--- src/rtl/tcount_ctrl.sv ---
// Interval-timer controller: sequences a chain of 4-bit count nibbles with
// ENP/ENT-style enables, and emits a one-cycle DONE per completed period.
module tcount_ctrl #(
  parameter int W = 8
) (
  input  logic         CLK,
  input  logic         RESET_N,
  input  logic         START,
  input  logic         STOP,
  input  logic         PAUSE,
  input  logic         MODE,
  input  logic [W-1:0] TC,
  output logic [W-1:0] Q,
  output logic         BUSY,
  output logic         DONE
);

  localparam int NIB = W / 4;

  typedef enum logic {IDLE = 1'b0, RUN = 1'b1} state_t;

  state_t         r_state;
  state_t         w_state_nxt;
  logic [W-1:0]   r_q;
  logic [W-1:0]   w_q_nxt;
  logic [W-1:0]   r_tc;
  logic           r_mode;
  logic           r_done;
  logic           w_done_nxt;
  logic           w_run;
  logic           w_term;
  logic           w_enp;
  logic           w_clr;
  logic [NIB-1:0] w_ent;

  assign w_run  = (r_state == RUN);
  assign w_term = w_run && !PAUSE && (r_q == (r_tc - W'(1)));
  assign w_enp  = w_run && !PAUSE && !w_term;
  assign w_clr  = STOP || START || w_term;

  // A nibble may only advance when every lower nibble is at 4'hF.
  for (genvar i = 0; i < NIB; i++) begin : g_ent
    if (i == 0) begin : g_first
      assign w_ent[i] = 1'b1;
    end else begin : g_upper
      assign w_ent[i] = &r_q[4*i-1:0];
    end
  end

  always_comb begin
    w_q_nxt = r_q;
    if (w_clr) begin
      w_q_nxt = '0;
    end else if (w_enp) begin
      for (int i = 0; i < NIB; i++) begin
        if (w_ent[i]) w_q_nxt[4*i +: 4] = r_q[4*i +: 4] + 4'd1;
      end
    end
  end

  always_comb begin
    if (STOP)        w_done_nxt = 1'b0;
    else if (START)  w_done_nxt = (TC == '0);
    else             w_done_nxt = w_term;
  end

  always_ff @(posedge CLK) begin
    if (!RESET_N) r_state <= IDLE;
    else          r_state <= w_state_nxt;
  end

  always_comb begin
    w_state_nxt = r_state;
    if (STOP)                    w_state_nxt = IDLE;
    else if (START)              w_state_nxt = (TC != '0) ? RUN : IDLE;
    else if (w_term && !r_mode)  w_state_nxt = IDLE;
  end

  always_comb begin
    BUSY = w_run;
    Q    = r_q;
    DONE = r_done;
  end

  // TC and MODE are captured only on an accepted non-zero START.
  always_ff @(posedge CLK) begin
    if (!RESET_N) begin
      r_q    <= '0;
      r_tc   <= '0;
      r_mode <= 1'b0;
      r_done <= 1'b0;
    end else begin
      r_q    <= w_q_nxt;
      r_done <= w_done_nxt;
      if (!STOP && START && (TC != '0)) begin
        r_tc   <= TC;
        r_mode <= MODE;
      end
    end
  end

endmodule

--- config.mk ---
export PLATFORM = sky130hd
export DESIGN_NAME = tcount_ctrl
export DESIGN_NICKNAME = d
export VERILOG_FILES = /design/src/rtl/tcount_ctrl.sv
export SDC_FILE = /design/constraint.sdc
export NUM_CORES = 1
export LEC_CHECK = 0
export ABC_AREA = 1
export CAP_MARGIN = 20
export CORE_ASPECT_RATIO = 1.1
export CORE_MARGIN = 4
export CORE_UTILIZATION = 45
export CTS_CLUSTER_SIZE = 8
export DETAILED_ROUTE_END_ITERATION = 8
export HOLD_SLACK_MARGIN = 0.02
export PLACE_DENSITY = 0.85
export SLEW_MARGIN = 10
export SYNTH_ARGS = -nofsm -noshare
export SYNTH_HDL_FRONTEND = slang
export SYNTH_SLANG_ARGS = --single-unit
--- constraint.sdc ---
create_clock -name CLK -period 1.6 [get_ports CLK]
set_input_delay 0.32 -clock CLK [delete_from_list [all_inputs] [get_ports CLK]]
set_output_delay 0.32 -clock CLK [all_outputs]
set_load 0.005 [all_outputs]
==> results.md, run 1 <==
- Post-Syn Area: between 0.001 and 0.0015 sq mm
- Die Ht: between 60 and 70 um
- Number of fill cells in the layout: 219
- Max clock buf depth: 2
- Post-synth top area share: between 30% and 40%
- Final Wtd Congestion: 0.7851
- RSZ-0062 raised after global routing: yes
- Fmax: between 500 and 600 MHz
- Hold path depth: 2
- Max Cap Viol: 0
- Layout cells sized above 1: just under 30%
- Worst path slowest cell: dfxtp_2
- Mapped Nets: 188
- CTS Hold Bufs: 0
- Number of global-route vias before repair: 1142
- Final design area excluding fillers: 0.001683 sq mm
- DR pass1 iterations: 4
- Clock Skews: 0.01159 ns
- PortBufs: 23
- Cell Count, Final, Fillers Out: 249
- Most Frequent Cell on Critical Path: nand2_1
- Cell count after synthesis: 171
- Placed cell count: 238
- Crit path cell chain: inv_2 -> ha_4 -> inv_2 -> nand2_1 -> nand2_1 -> nor2_1 -> nand2_1 -> nor2_2 -> nand2_2 -> nor2_4 -> buf_4 -> nand2_2 -> nand4_1 -> a21oi_2
- Core ar.: roughly 0.0025 sq mm
- Leak: 0.7359 nW
- Clk slew on worst S/H paths: 0.12 ns
- CP delay by family, top: simple AND/OR/NAND/NOR gates
- Post-synth ARST share: 0%
- Largest area contributor in the netlist: dfxtp_1
- Relative slew slack: slightly above 80%
- Synth Flop Type: dfxtp_1
- Number of cells on the critical path: 14
- Pwr Density: roughly 600 mW/mm^2
- Synth area leaders: dfxtp_1 32%, nand2_1 12%, nor2_1 6.3%
- Worst-Margin Slew: between 0.2 and 0.3 ns
- Io pins: 24
- Nets: between 200 and 250
- Hold Path Class: reg -> reg
- Final WL: slightly below 3000 um
- CP max FO: 5
- Inserted Diodes: 0
- DP Wirelength: approximately 2200 um
- Initial Utilization: 47.27%
- Total track usage: between 10% and 20%
- Post-synthesis cell type count: 21
- WP buf/inv: 3
- Sink Count: 19
- Final Max Tran Viols: 0
- Failing checks: negative setup slack
- CTS tree: done
- Die area: 0.003535 sq mm
- CP max stage delay: about 0.35 ns
- Rows: 19
- Post-Syn Area per Cell: 6.966 sq um
- # H-tree levels: 1
- Grt ovf: 0
- Pin count of the biggest net entering global routing: 17
- CP Launch Type: flop
- Worst r2r path cells: 14
- First-pass GRT wire length: just under 5000 um
- Via count: about 1300
- Tmin final: 1.734 ns
- Critical Path Sink Type: flop
- Fin crit share: 108.4%
- Die W: 57.06 um
- Antenna violations before repair: 0
- Vias per cell: slightly above 5
- Setup violators final: 9
- Ys Warns: 0
- DRC errors left: 0
- PnR Total Power: roughly 0.0010 W
- Initial DRC Count: 57
- Status: finished, violations left
- Max IR drop VDD: approximately 0.44 mV
- Worst path required time: 1.81 ns
- Area taken by multi-input logic gates: 753.2 sq um
- Clock latency on the worst-skew pair: 0.31 ns
- Wire length per cell: around 12 um
- CTS buffer count: 3
- Reg area: around 400 sq um
- Crit path DAT: 1.94 ns
- Dpl cell area: 0.001575 sq mm
- Routed Antenna Nets: 0
- CTS Root Cell: clkbuf_4
- Post-synth EDFFs: 0
- Fin. Hold Viols: 0
- FF+latch count, synth: 19
- Sequential element share of the synthesized area: a little under a third
- Crit Path Class: reg -> reg
- Final worst slack: -0.1337 ns
- Synthesis-to-finish area growth: 41.28%
-- stage by stage --
step	utilization, %	hold slack (ns)	TNS, ns	worst slack [ns]
floorplan	-	0.4291	0	0.002882
global placement	62.51	0.4531	-1.771	-0.2006
detailed placement	62.51	0.4659	-2.208	-0.2133
CTS	65.54	0.4813	-0.6770	-0.1072
global route	66.78	0.5054	-2.370	-0.2731
finish	66.78	0.4807	-1.060	-0.1337
-- cell usage in the layout (no fill, tap or decap) --
cell type and instances:
dlymetal6s2s_1 1, nand3_1 12, nand2_2 4, nand2_4 3, a21oi_2 9, o21ai_0 9, and3_1 1, nand2_1 36
nor2_1 20, ha_4 1, a21oi_1 8, ha_1 2, nor2_4 3, inv_2 6, dfxtp_2 8, dfxtp_4 1
dlygate4sd2_1 3, inv_1 16, nor2_2 2, buf_4 21, xor2_1 6, nand3_2 1, nand3_4 2, nand4_1 8
clkinv_2 1, dfxtp_1 10, clkbuf_4 3, o21ai_1 2, clkdlybuf4s50_1 19
-- per-layer routing --
layer  wire length (um)  share of wire (%)  track usage, %
met5                  0                  0               0
met4                 56                1.9           6.954
met1               1242                 43           21.03
met3                119                4.1           3.099
met2               1490                 51           33.44
-- final cells by class --
type	count	area share, %
clock buffers	3	1.338
clock inverters	1	0.2974
inverters	22	4.907
multi-input cells	129	44.76
flip-flops and latches	19	23.42
well taps	31	2.305
repair buffers	44	22.97
-- report_power, final --
part / internal [W] / total (W) / switching (W)
Combinational: 0.000120 / 0.000256 / 0.000136
Clock: 0.0000933 / 0.000251 / 0.000157
Sequential: 0.000489 / 0.000504 / 0.0000147
-- cell families (layout without fill, tap and decap cells) --
logic type	count (synthesis)	in the layout	share of synthesized area [%]
fa+ha+maj	3	3	3.152
buf+inv	24	70	7.773
xor+xnor	6	6	4.412
compound gates	28	28	14.29
flops	19	19	31.93
simple gates	91	92	38.45
-- worst reg2reg max path, cell delays in order, from the launching register on --
cell and delay [ns]:
dfxtp_2 0.35, inv_2 0.05, ha_4 0.26, inv_2 0.02, nand2_1 0.05, nand2_1 0.04, nor2_1 0.08, nand2_1 0.07
nor2_2 0.09, nand2_2 0.07, nor2_4 0.18, buf_4 0.14, nand2_2 0.08, nand4_1 0.11, a21oi_2 0.06
-- path summary, 6_finish.rpt --
path | start | endpoint | slack (ns)
min reg2reg | r_tc[7] | r_tc[7] | 0.48
max | r_tc[1] | Q[4] | -0.13
min | r_tc[7] | r_tc[7] | 0.48
max reg2reg | r_tc[1] | Q[4] | -0.13
-- state kept, by name (all words and copies together) (netlist names) --
signal,count
Q,8
BUSY,1
r_tc,8
DONE,1
r_mode,1
-- Yosys cell counts, types with 3 or more instances --
master   number
a21oi_2       8
nor2_1       20
nand3_1      12
xor2_1        6
nand2_1      37
o21ai_0       9
ha_1          3
nand2_2       3
dfxtp_1      19
inv_2         3
nor2_2        3
a21oi_1       9
inv_1        19
nand4_1       8
-- what timing repair did --
item	4_1_cts	5_1_grt
endpoints found under the setup margin	15	16
gates resized for setup	13	7
pin swaps	4	2
buffers inserted	4	2
gates cloned	1	0
Note: power is estimated with default switching activity, not from simulation.
==> run 2: changes to the inputs <==
- CAP_MARGIN: 20 -> 10
==> results of run 2 <==
No change in the layout: final DEF, timing and power equal those of run 1.
